$ cat src/rtl/unsign_divider.sv
// Sequential unsigned restoring divider, one quotient bit per clock, MSB first.
// Restarts automatically whenever the operand inputs differ from the latched pair.
module unsign_divider #(
  parameter int INPUT_BIT_WIDTH = 8
) (
  input  logic                       Clk,
  input  logic                       Reset,
  input  logic [INPUT_BIT_WIDTH-1:0] Dividend,
  input  logic [INPUT_BIT_WIDTH-1:0] Divider,
  output logic [INPUT_BIT_WIDTH-1:0] Quotient,
  output logic [INPUT_BIT_WIDTH-1:0] Remainder,
  output logic                       Ready
);

  localparam int W  = INPUT_BIT_WIDTH;
  localparam int CW = $clog2(W) + 1;

  typedef enum logic {IDLE, BUSY} state_t;

  state_t         state_q, state_d;
  logic [W-1:0]   opa_q, opa_d;
  logic [W-1:0]   opb_q, opb_d;
  logic [W:0]     rem_q, rem_d;
  logic [W-1:0]   shq_q, shq_d;
  logic [CW-1:0]  cnt_q, cnt_d;
  logic           valid_q, valid_d;
  logic [W-1:0]   quot_q, quot_d;
  logic [W-1:0]   remo_q, remo_d;
  logic           ready_q, ready_d;

  logic           start;
  logic [W+1:0]   rem_sh;
  logic [W+1:0]   diff;
  logic           qbit;
  logic [W:0]     rem_next;
  logic [W-1:0]   shq_next;

  always_comb begin
    start    = !valid_q || (Dividend != opa_q) || (Divider != opb_q);
    // Sign bit of the widened difference doubles as the "rem >= divisor" compare.
    rem_sh   = {rem_q, shq_q[W-1]};
    diff     = rem_sh - {2'b00, opb_q};
    qbit     = !diff[W+1];
    rem_next = qbit ? diff[W:0] : rem_sh[W:0];
    shq_next = {shq_q[W-2:0], qbit};

    state_d = state_q;
    opa_d   = opa_q;
    opb_d   = opb_q;
    rem_d   = rem_q;
    shq_d   = shq_q;
    cnt_d   = cnt_q;
    valid_d = valid_q;
    quot_d  = quot_q;
    remo_d  = remo_q;
    ready_d = ready_q;

    case (state_q)
      IDLE: begin
        if (start) begin
          opa_d   = Dividend;
          opb_d   = Divider;
          rem_d   = '0;
          shq_d   = Dividend;
          cnt_d   = CW'(W);
          ready_d = 1'b0;
          state_d = BUSY;
        end
      end
      BUSY: begin
        rem_d = rem_next;
        shq_d = shq_next;
        cnt_d = cnt_q - CW'(1);
        if (cnt_q == CW'(1)) begin
          quot_d  = shq_next;
          remo_d  = rem_next[W-1:0];
          ready_d = 1'b1;
          valid_d = 1'b1;
          state_d = IDLE;
        end
      end
      default: state_d = IDLE;
    endcase
  end

  always_ff @(posedge Clk or posedge Reset) begin
    if (Reset) begin
      state_q <= IDLE;
      opa_q   <= '0;
      opb_q   <= '0;
      rem_q   <= '0;
      shq_q   <= '0;
      cnt_q   <= '0;
      valid_q <= 1'b0;
      quot_q  <= '0;
      remo_q  <= '0;
      ready_q <= 1'b0;
    end else begin
      state_q <= state_d;
      opa_q   <= opa_d;
      opb_q   <= opb_d;
      rem_q   <= rem_d;
      shq_q   <= shq_d;
      cnt_q   <= cnt_d;
      valid_q <= valid_d;
      quot_q  <= quot_d;
      remo_q  <= remo_d;
      ready_q <= ready_d;
    end
  end

  assign Quotient  = quot_q;
  assign Remainder = remo_q;
  assign Ready     = ready_q;

endmodule

$ cat config.mk
export PLATFORM = sky130hd
export DESIGN_NAME = unsign_divider
export DESIGN_NICKNAME = d
export VERILOG_FILES = /design/src/rtl/unsign_divider.sv
export SDC_FILE = /design/constraint.sdc
export NUM_CORES = 1
export LEC_CHECK = 0
export ABC_AREA = 1
export CAP_MARGIN = 0
export CORE_MARGIN = 4
export CORE_UTILIZATION = 60
export CTS_BUF_LIST = sky130_fd_sc_hd__clkbuf_4 sky130_fd_sc_hd__clkbuf_8 sky130_fd_sc_hd__clkbuf_16
export CTS_CLUSTER_SIZE = 16
export DETAILED_ROUTE_END_ITERATION = 6
export PLACE_DENSITY_LB_ADDON = 0.12
export SLEW_MARGIN = 20
export SYNTH_ARGS = -nofsm -noshare
export SYNTH_HDL_FRONTEND = slang
export SYNTH_SLANG_ARGS = --single-unit
export TNS_END_PERCENT = 10
$ cat constraint.sdc
create_clock -name Clk -period 2.8 [get_ports Clk]
set_input_delay 0.28 -clock Clk [delete_from_list [all_inputs] [get_ports Clk]]
set_output_delay 0.28 -clock Clk [all_outputs]
set_load 0.02 [all_outputs]
==> impl_metrics.env, run 1 <==
export IMPL_status="finished, final reports clean"
export IMPL_portBuffers=34
export IMPL_hpwlAfterDp_um=5630
export IMPL_start_util_pct=61.8
export IMPL_cp_slowest_cell="dfrtp_1"
export IMPL_vdd_drop_max_mv=0.713
export IMPL_drc_errors=0
export IMPL_syn_inst=468
export IMPL_grt_max_degree=57
export IMPL_max_slew_margin_pct=47.3
export IMPL_synth_cell_types=32
export IMPL_core_um2=5510
export IMPL_dp_cells=564
export IMPL_final_setup_viol_count=0
export IMPL_dieArea_um2=6940
export IMPL_grt_pass1_vias=2877
export IMPL_powerDensity_nw_per_um2=1200
export IMPL_finalMaxSlewViolations=0
export IMPL_postCtsHoldBufs=0
export IMPL_post_drt_wl_per_cell_um=13.1
export IMPL_postRouteAntennaNets=0
export IMPL_row_count=27
export IMPL_netlist_area_um2=3400
export IMPL_ctsResizeCount=0
export IMPL_rsz0062_at_grt="false"
export IMPL_synthArstFlopShare_pct=100
export IMPL_clockBufferDepth=2
export IMPL_dr_pass1_iters=5
export IMPL_cts_buffers=5
export IMPL_drive_above_1_share_pct=7.82
export IMPL_maxCapViolations=0
export IMPL_worstPathArrival_ns=2.59
export IMPL_post_cts_buffers=0
export IMPL_skew_ns=0.00894
export IMPL_synth_area_per_cell_um2=7.27
export IMPL_clk_insertion_delay_late_ns=0.31
export IMPL_die_height_um=83.3
export IMPL_fillerInstances=475
export IMPL_track_usage_pct=23.2
export IMPL_setup_tns_final_ns=0
export IMPL_final_cells=571
export IMPL_r2r_cells=11
export IMPL_min_path_type="in2async"
export IMPL_synthToLayoutAreaGrowth_pct=13.0
export IMPL_synth_top_area_share_pct=41.2
export IMPL_syn_nets=497
export IMPL_path_common_cell="nand2_1"
export IMPL_tritoncts="done"
export IMPL_synth_area_leader_cell="dfrtp_1"
export IMPL_synth_seq_area_share_pct=41.2
export IMPL_drt_iter0_drc=154
export IMPL_antenna_found_initial=0
export IMPL_max_freq_mhz=419
export IMPL_vias_per_cell=5.16
export IMPL_boundaryPins=35
export IMPL_clkTransAtPathRegs_ns=0.10
export IMPL_gp_congestion=0.889
export IMPL_p_leak_nw=2.05
export IMPL_path_class="reg2reg"
export IMPL_antenna_cells=0
export IMPL_yosys_warnings=0
export IMPL_max_stage_delay_ns=0.44
export IMPL_die_x_um=83.3
export IMPL_grt_pass1_wl_um=13100
export IMPL_start_kind="flop"
export IMPL_fin_crit_sh_pct=85.1
export IMPL_worstPathRequired_ns=3.00
export IMPL_worstPathMaxFanout=11
export IMPL_period_minus_slack_ns=2.38
export IMPL_grt_ovfl_total=0
export IMPL_path_cells="ha_1 -> nand2_1 -> nand2_1 -> inv_1 -> nand2_1 -> nand2_1 -> nand4_1 -> nand2_1 -> nand2_1 -> nand3_1 -> nand2_1"
export IMPL_endpoint_kind="flop"
export IMPL_nets=528
export IMPL_htreeDepth=2
export IMPL_vias=2944
export IMPL_worst_slew_pin_slew_ns=0.790
export IMPL_cts_root_buf="clkbuf_8"
export IMPL_clock_sinks=56
export IMPL_synth_edf_count=0
export IMPL_synth_ff_type="dfrtp_1"
export IMPL_routed_wl_um=7450
export IMPL_synthTopCellsByArea="dfrtp_1 (41%), nand2_1 (21%), inv_1 (6.7%), nand3_1 (6.5%), ha_1 (3.7%)"
export IMPL_synth_seq_cells=56
export IMPL_yosysMostFrequentCell="nand2_1"
export IMPL_yosys_top_cells_count="nand2_1 (186), inv_1 (61), dfrtp_1 (56)"
export IMPL_finalHoldViolCount=0
[layout make-up]
class / instances / area, um^2 / share of cell area (%)
Multi-Input combinational cell: 335 / 1660 / 43.2
Inverter: 65 / 244 / 6.35
Timing Repair Buffer: 36 / 355 / 9.24
Sequential cell: 56 / 1400 / 36.5
Clock buffer: 6 / 82.6 / 2.15
Clock inverter: 1 / 8.76 / 0.228
Tap cell: 72 / 90.1 / 2.34
[kinds of logic (layout without fill, tap and decap cells)]
family | Yosys count | in the layout | share of synthesized area, %
AND/OR/NAND/NOR | 284 | 284 | 36.4
buffers and inverters | 77 | 108 | 9.93
adder cells (fa/ha/maj) | 11 | 11 | 4.27
XOR/XNOR | 9 | 9 | 2.32
flip-flops | 56 | 56 | 41.2
AO/OA/AOI/OAI | 31 | 31 | 5.92
[registers in the layout, summed over array words and instances, names as in the netlist]
signal,flops
Remainder,8
Quotient,8
valid_q,1
opb_q,8
shq_q,8
opa_q,8
rem_q,9
state_q,1
cnt_q,4
Ready,1
[layout by cell type, fill, tap and decap left out]
cell type,instances
xnor2_1,6
nand3_1,44
inv_2,5
a31oi_1,1
clkinv_4,1
nand2_4,1
and2_1,1
buf_4,2
nand2_1,186
nand4_1,15
xor2_1,3
ha_1,10
o21ai_2,12
or2_2,2
a21oi_1,7
nor2_1,20
nand3b_1,4
fa_1,1
clkdlybuf4s50_1,34
inv_1,60
nand3_2,1
dfrtp_1,56
and3_1,1
clkbuf_8,6
o21ai_1,2
nand2_2,2
nand3_4,1
o21ai_0,9
nor2_2,5
nor2_4,1
[report_power, final]
group | internal, mW | switching [mW]
combinational | 1.03 | 1.63
sequential | 1.20 | 0.305
clock | 0.198 | 0.255
total | 2.43 | 2.19
[path summary, 6_finish.rpt]
kind / endpoint / from / slack (ns)
worst max register to register: rem_q[6] / rem_q[3] / 0.42
min in group Clk: Quotient[6] / Quotient[6] / 0.48
max in group asynchronous: opb_q[2] / Reset / 1.84
worst max-delay path: rem_q[6] / rem_q[3] / 0.42
worst min-delay path: rem_q[0] / Reset / 0.47
worst min register to register: Quotient[6] / Quotient[6] / 0.48
[worst max-delay path: cells and delay by family, from the launching register on]
kind / cells / cell delay (ns)
fa+ha+maj: 1 / 0.36
buf+inv: 1 / 0.10
flops: 1 / 0.44
simple gates: 9 / 1.38
[per-stage QoR]
step                      hold WS, ns  total power, mW  util (%)  worst slack [ns]  area (um^2)
after floorplan                 0.412             3.47         -              1.09         3400
after detailed placement        0.463             4.17      68.1             0.442         3750
after global placement          0.460             4.07      68.1             0.581         3750
after global routing            0.521             5.15      69.8            0.0994         3840
after CTS                       0.484             4.64      69.8             0.432         3840
final                           0.473             4.62      69.8             0.416         3840
[per-layer routing]
metal	up-vias	wire, um	part of all wire, %	track usage, %
met1	1363	3290	44	29.5
met4	0	71	0.95	6.09
met3	8	258	3.5	5.06
li1	1526	-	-	-
met2	47	3840	51	40.1
met5	-	0	0	0
Note: power is estimated with default switching activity, not from simulation.
==> run 2: changes to the inputs <==
--- a/config.mk
+++ b/config.mk
@@ -7,11 +7,13 @@
 export LEC_CHECK = 0
 export ABC_AREA = 1
 export CAP_MARGIN = 0
+export CORE_ASPECT_RATIO = 1.5
 export CORE_MARGIN = 4
 export CORE_UTILIZATION = 60
 export CTS_BUF_LIST = sky130_fd_sc_hd__clkbuf_4 sky130_fd_sc_hd__clkbuf_8 sky130_fd_sc_hd__clkbuf_16
 export CTS_CLUSTER_SIZE = 16
 export DETAILED_ROUTE_END_ITERATION = 6
+export GPL_TIMING_DRIVEN = 0
 export PLACE_DENSITY_LB_ADDON = 0.12
 export SLEW_MARGIN = 20
 export SYNTH_ARGS = -nofsm -noshare
==> run 2 against run 1 <==
  * Maximum frequency increased by 16%
  * Sequential power is essentially flat
  * Clock power is 2% higher
  * Critical endpoint is now Remainder[7]
  * Hold slack got worse by 0.043 ns
  * Combinational power is 3% higher
  * Global-route usage is 0.25 points higher
  * Worst setup slack improved by 0.32 ns
  * Die area rose by 0.36%
  * Non-clock buffer count increased by 10
==> impl_metrics.env, run 2 (synthesis gave the netlist of run 1 again) <==
export IMPL_post_drt_wl_per_cell_um=13.4
export IMPL_hold_ws_ns=0.430
export IMPL_final_cell_mix="nand2_1 (186), inv_1 (60), dfrtp_1 (56)"
export IMPL_start_kind="flop"
export IMPL_wl_met1_um=3020
export IMPL_cts_root_buf="clkbuf_8"
export IMPL_reg2reg_to="Remainder[7]"
export IMPL_p_leak_nw=2.09
export IMPL_antenna_cells=0
export IMPL_grt_pass1_vias=2959
export IMPL_boundaryPins=35
export IMPL_finalHoldViolCount=0
export IMPL_synthToLayoutAreaGrowth_pct=15.3
export IMPL_critPathLaunch="opb_q[6]"
export IMPL_postCtsHoldBufs=0
export IMPL_fin_util_pct=71.4
export IMPL_status="finished, final reports clean"
export IMPL_fillerInstances=468
export IMPL_drive_above_1_share_pct=9.22
export IMPL_post_cts_buffers=0
export IMPL_finalMaxSlewViolations=0
export IMPL_grt_ovfl_total=0
export IMPL_worstPathArrival_ns=2.28
export IMPL_hpwlAfterDp_um=5990
export IMPL_regMostFlops="rem_q"
export IMPL_dp_cells=572
export IMPL_top_layer_used="met4"
export IMPL_final_setup_viol_count=0
export IMPL_maxCapViolations=0
export IMPL_dieArea_um2=6960
export IMPL_drc_errors=0
export IMPL_powerDensity_nw_per_um2=1200
export IMPL_fin_crit_sh_pct=73.6
export IMPL_design_power_total_mw=4.69
export IMPL_regArea_um2=1400
export IMPL_min_path_type="in2async"
export IMPL_routed_wl_um=7770
export IMPL_setup_tns_final_ns=0
export IMPL_htreeDepth=2
export IMPL_period_minus_slack_ns=2.06
export IMPL_grt_pass1_wl_um=13200
export IMPL_ff2ff_setup_slack_ns=0.74
export IMPL_drt_iter0_drc=234
export IMPL_final_cells=580
export IMPL_vias=3051
export IMPL_place_ws_ns=0.763
export IMPL_endpoint_kind="flop"
export IMPL_clockBufferDepth=2
export IMPL_gp_congestion=0.876
export IMPL_path_cells="inv_1 -> ha_1 -> nand2_1 -> nand2_1 -> a21oi_1 -> nand3_1 -> nand2_1 -> buf_4 -> nand3_1 -> nand3_1 -> nand2_1"
export IMPL_final_common_cell="nand2_1"
export IMPL_die_height_um=100
export IMPL_grt_max_degree=57
export IMPL_postRouteAntennaNets=0
export IMPL_core_um2=5490
export IMPL_r2r_cells=11
export IMPL_skew_ns=0.0125
export IMPL_worst_slew_pin_slew_ns=0.709
export IMPL_multi_input_area_um2=1660
export IMPL_largest_register_ffs=9
export IMPL_max_freq_mhz=485
export IMPL_cts_buffers=5
export IMPL_vdd_drop_max_mv=0.608
export IMPL_wl_met3_um=225
export IMPL_track_usage_pct=23.5
export IMPL_max_stage_delay_ns=0.41
export IMPL_worstPathRequired_ns=3.02
export IMPL_cp_slowest_cell="dfrtp_1"
export IMPL_portBuffers=34
export IMPL_die_x_um=69.5
export IMPL_antenna_found_initial=0
export IMPL_crit_end="Remainder[7]"
export IMPL_path_common_cell="nand2_1"
export IMPL_vias_per_cell=5.26
export IMPL_worstPathMaxFanout=10
export IMPL_clk_insertion_delay_late_ns=0.32
export IMPL_start_util_pct=61.9
export IMPL_nets=538
export IMPL_ctsResizeCount=0
export IMPL_tritoncts="done"
export IMPL_final_area_um2=3920
export IMPL_path_class="reg2reg"
export IMPL_rsz0062_at_grt="false"
export IMPL_setup_slack_ns=0.738
export IMPL_row_count=33
export IMPL_regToRegStartpoint="opb_q[6]"
export IMPL_placed_area_um2=3830
export IMPL_clkTransAtPathRegs_ns=0.11
export IMPL_wl_met2_um=4320
export IMPL_max_slew_margin_pct=52.7
export IMPL_dr_pass1_iters=4
export IMPL_clock_sinks=56
==> run 2: cell types whose count changed in the layout (fill, tap and decap cells not counted), sizes merged <==
cell / before / now
inv: 65 / 66
buf: 2 / 10
clkinvlp: 0 / 1
clkbuf: 6 / 7
==> run 2: worst min-delay path by stage <==
stage	start	endpoint	slack (ns)	depth (start not counted)
after floorplan	Divider[4]	opb_q[4]	0.41	2
after global placement	Quotient[7]	Quotient[7]	0.46	2
after detailed placement	Remainder[3]	Remainder[3]	0.46	2
after CTS	Reset	shq_q[6]	0.46	2
after global routing	Reset	Remainder[0]	0.49	2
final	Reset	Remainder[2]	0.43	2
==> run 2: final cells by class <==
cell class / instances / area share, %
Buffer: 12 / 2.39
Sequential cell: 56 / 35.7
Clock buffer: 5 / 1.75
Timing Repair Buffer: 34 / 8.68
Multi-Input combinational cell: 335 / 42.4
Inverter: 65 / 6.29
Tap cell: 70 / 2.23
Clock inverter: 3 / 0.542
==> run 2: metal layers <==
layer / global-route usage, % / up-vias
li1: - / 1547
met1: 26.3 / 1427
met2: 45.0 / 62
met3: 2.40 / 15
met4: 9.32 / 0
met5: 0 / -
==> run 2: where the power goes <==
| part | total, mW | switching [mW] | internal [mW] |
|---|---|---|---|
| logic | 2.73 | 1.64 | 1.08 |
| clock network | 0.461 | 0.282 | 0.178 |
| registers | 1.50 | 0.302 | 1.20 |
| total | 4.69 | 2.23 | 2.46 |
==> run 2: worst max-delay path: cells and delay by family (launching register included) <==
kind | cells | cell delay, ns
buffers and inverters | 2 | 0.26
AND/OR/NAND/NOR | 7 | 0.73
AO/OA/AOI/OAI | 1 | 0.25
adder cells (fa/ha/maj) | 1 | 0.35
flip-flops | 1 | 0.41
==> run 3: changes to the inputs <==
--- a/config.mk
+++ b/config.mk
@@ -9,7 +9,7 @@
 export CAP_MARGIN = 0
 export CORE_ASPECT_RATIO = 1.5
 export CORE_MARGIN = 4
-export CORE_UTILIZATION = 60
+export CORE_UTILIZATION = 52
 export CTS_BUF_LIST = sky130_fd_sc_hd__clkbuf_4 sky130_fd_sc_hd__clkbuf_8 sky130_fd_sc_hd__clkbuf_16
 export CTS_CLUSTER_SIZE = 16
 export DETAILED_ROUTE_END_ITERATION = 6
==> constraint.sdc (replaced) <==
create_clock -name Clk -period 1.7 [get_ports Clk]
set_input_delay 0.17 -clock Clk [delete_from_list [all_inputs] [get_ports Clk]]
set_output_delay 0.17 -clock Clk [all_outputs]
set_load 0.02 [all_outputs]
==> run 3 against run 2 <==
  * The run now ends with setup timing left
  * Cell count is 6.0% higher
  * Clock skew shrank 0.0055 ns
  * Die area up 14%
  * Worst setup slack lost 0.89 ns
==> impl_metrics.env, run 3 (synthesis gave the netlist of run 1 again) <==
export IMPL_nets=569
export IMPL_final_cells=615
export IMPL_postRouteAntennaNets=0
export IMPL_cts_buffers=5
export IMPL_dr_pass1_iters=4
export IMPL_p_int_mw=5.02
export IMPL_clock_sinks=56
export IMPL_drt_iter0_drc=184
export IMPL_period_minus_slack_ns=1.86
export IMPL_clockBufferDepth=2
export IMPL_htreeDepth=2
export IMPL_grt_pass1_vias=3188
export IMPL_rsz0062_at_grt="true"
export IMPL_tritoncts="done"
export IMPL_postCtsHoldBufs=0
export IMPL_final_common_cell="nand2_1"
export IMPL_final_setup_viol_count=18
export IMPL_synthToLayoutAreaGrowth_pct=31.6
export IMPL_start_util_pct=54.3
export IMPL_final_cell_mix="nand2_1 (171), dfrtp_1 (54), inv_1 (52)"
export IMPL_max_stage_delay_ns=0.46
export IMPL_dieArea_um2=7920
export IMPL_worstPathRequired_ns=1.91
export IMPL_regMostFlops="rem_q"
export IMPL_vias_per_cell=5.26
export IMPL_max_slew_margin_pct=52.9
export IMPL_powerDensity_nw_per_um2=2100
export IMPL_cp_slowest_cell="dfrtp_2"
export IMPL_boundaryPins=35
export IMPL_drc_errors=0
export IMPL_vdd_drop_max_mv=0.985
export IMPL_power_frac_clock_pct=8.2
export IMPL_skew_ns=0.00696
export IMPL_row_count=35
export IMPL_finalMaxSlewViolations=0
export IMPL_gp_congestion=0.878
export IMPL_grt_ovfl_total=0
export IMPL_path_class="reg2reg"
export IMPL_clk_insertion_delay_late_ns=0.31
export IMPL_p_leak_nw=2.30
export IMPL_switchingPower_mw=4.37
export IMPL_antenna_cells=0
export IMPL_finalHoldViolCount=0
export IMPL_clkTransAtPathRegs_ns=0.11
export IMPL_setup_slack_ns=-0.156
export IMPL_grt_max_degree=57
export IMPL_drive_above_1_share_pct=24.2
export IMPL_worstPathArrival_ns=2.07
export IMPL_p_sw_share_pct=46.5
export IMPL_path_common_cell="nand2_2"
export IMPL_sequentialPowerShare_pct=26.5
export IMPL_start_kind="flop"
export IMPL_core_um2=6260
export IMPL_antenna_found_initial=0
export IMPL_combPwrFrac_pct=65.3
export IMPL_max_freq_mhz=539
export IMPL_setup_tns_final_ns=-1.75
export IMPL_die_height_um=107
export IMPL_critPathTopFamily="simple AND/OR/NAND/NOR gates"
export IMPL_fin_crit_sh_pct=109
export IMPL_min_path_type="in2async"
export IMPL_status="complete, but fails checks"
export IMPL_die_x_um=74.0
export IMPL_worst_slew_pin_slew_ns=0.706
export IMPL_dp_cells=576
export IMPL_hpwlAfterDp_um=5990
export IMPL_grt_pass1_wl_um=14100
export IMPL_worstPathMaxFanout=5
export IMPL_endpoint_kind="flop"
export IMPL_largest_register_ffs=9
export IMPL_worst_path_buf_inv=2
export IMPL_failed_checks="setup timing"
export IMPL_cts_root_buf="clkbuf_8"
export IMPL_track_usage_pct=22.9
export IMPL_vias=3233
export IMPL_fillerInstances=515
export IMPL_post_drt_wl_per_cell_um=14.2
export IMPL_routed_wl_um=8710
export IMPL_path_cells="ha_4 -> nand2_2 -> nand2_2 -> inv_2 -> nand2_2 -> nand2_2 -> nand3_2 -> nand2_4 -> buf_6 -> nand3b_1 -> nand3_1 -> nand2_1"
export IMPL_maxCapViolations=0
export IMPL_portBuffers=34
run 3: path summary, 6_finish.rpt:
path	start	end	slack [ns]	cells past startpoint
setup / recovery	rem_q[3]	rem_q[1]	-0.16	12
hold / removal	Reset	Remainder[0]	0.31	2
setup reg to reg	rem_q[3]	rem_q[1]	-0.16	12
hold reg to reg	Quotient[4]	Quotient[4]	0.48	2
max in group asynchronous	Reset	rem_q[6]	0.90	2
min in group Clk	Divider[2]	opb_q[2]	0.44	3
run 3: power by group through the flow:
stage                     Clock (mW)  Sequential [mW]  Combinational, mW
after floorplan                    0             2.57               3.21
after global placement             0             2.48               4.43
after detailed placement           0             2.50               4.56
after CTS                      0.776             2.46               5.45
after global routing           0.832             2.56               6.79
final                          0.771             2.49               6.14
run 3: layout make-up:
type | instances | area (um^2) | share of cell area, %
plain buffers | 12 | 113 | 2.52
clock buffers | 5 | 68.8 | 1.54
clock inverters | 3 | 21.3 | 0.475
inverters | 65 | 246 | 5.51
multi-input cells | 335 | 1950 | 43.5
flip-flops and latches | 56 | 1400 | 31.4
well taps | 74 | 92.6 | 2.07
repair buffers | 65 | 584 | 13.1
run 3: stage by stage:
stage | hold slack [ns] | area, um^2 | util, % | setup slack [ns] | total power, mW
4_1_cts | 0.341 | 4270 | 68.3 | -0.0969 | 8.69
3_5_place_dp | 0.461 | 3860 | 61.6 | -0.291 | 7.06
6_report | 0.309 | 4480 | 71.5 | -0.156 | 9.39
3_3_place_gp | 0.458 | 3850 | 61.6 | -0.936 | 6.90
2_1_floorplan | 0.302 | 3420 | - | 0.00140 | 5.79
5_1_grt | 0.381 | 4480 | 71.5 | -0.250 | 10.2
run 3: timing repair:
| item | CTS | global route |
|---|---|---|
| setup endpoints to repair | 19 | 54 |
| cloned | 2 | 0 |
| buffers inserted | 22 | 7 |
| resized for setup | 37 | 34 |
| pin swaps | 19 | 10 |
run 3: routing by layer:
layer	up-vias	share of wire [%]	GRT usage (%)
met5	-	0	0
li1	1615	-	-
met4	0	3.7	9.20
met2	63	55	42.1
met3	23	2.1	2.91
met1	1532	39	25.8
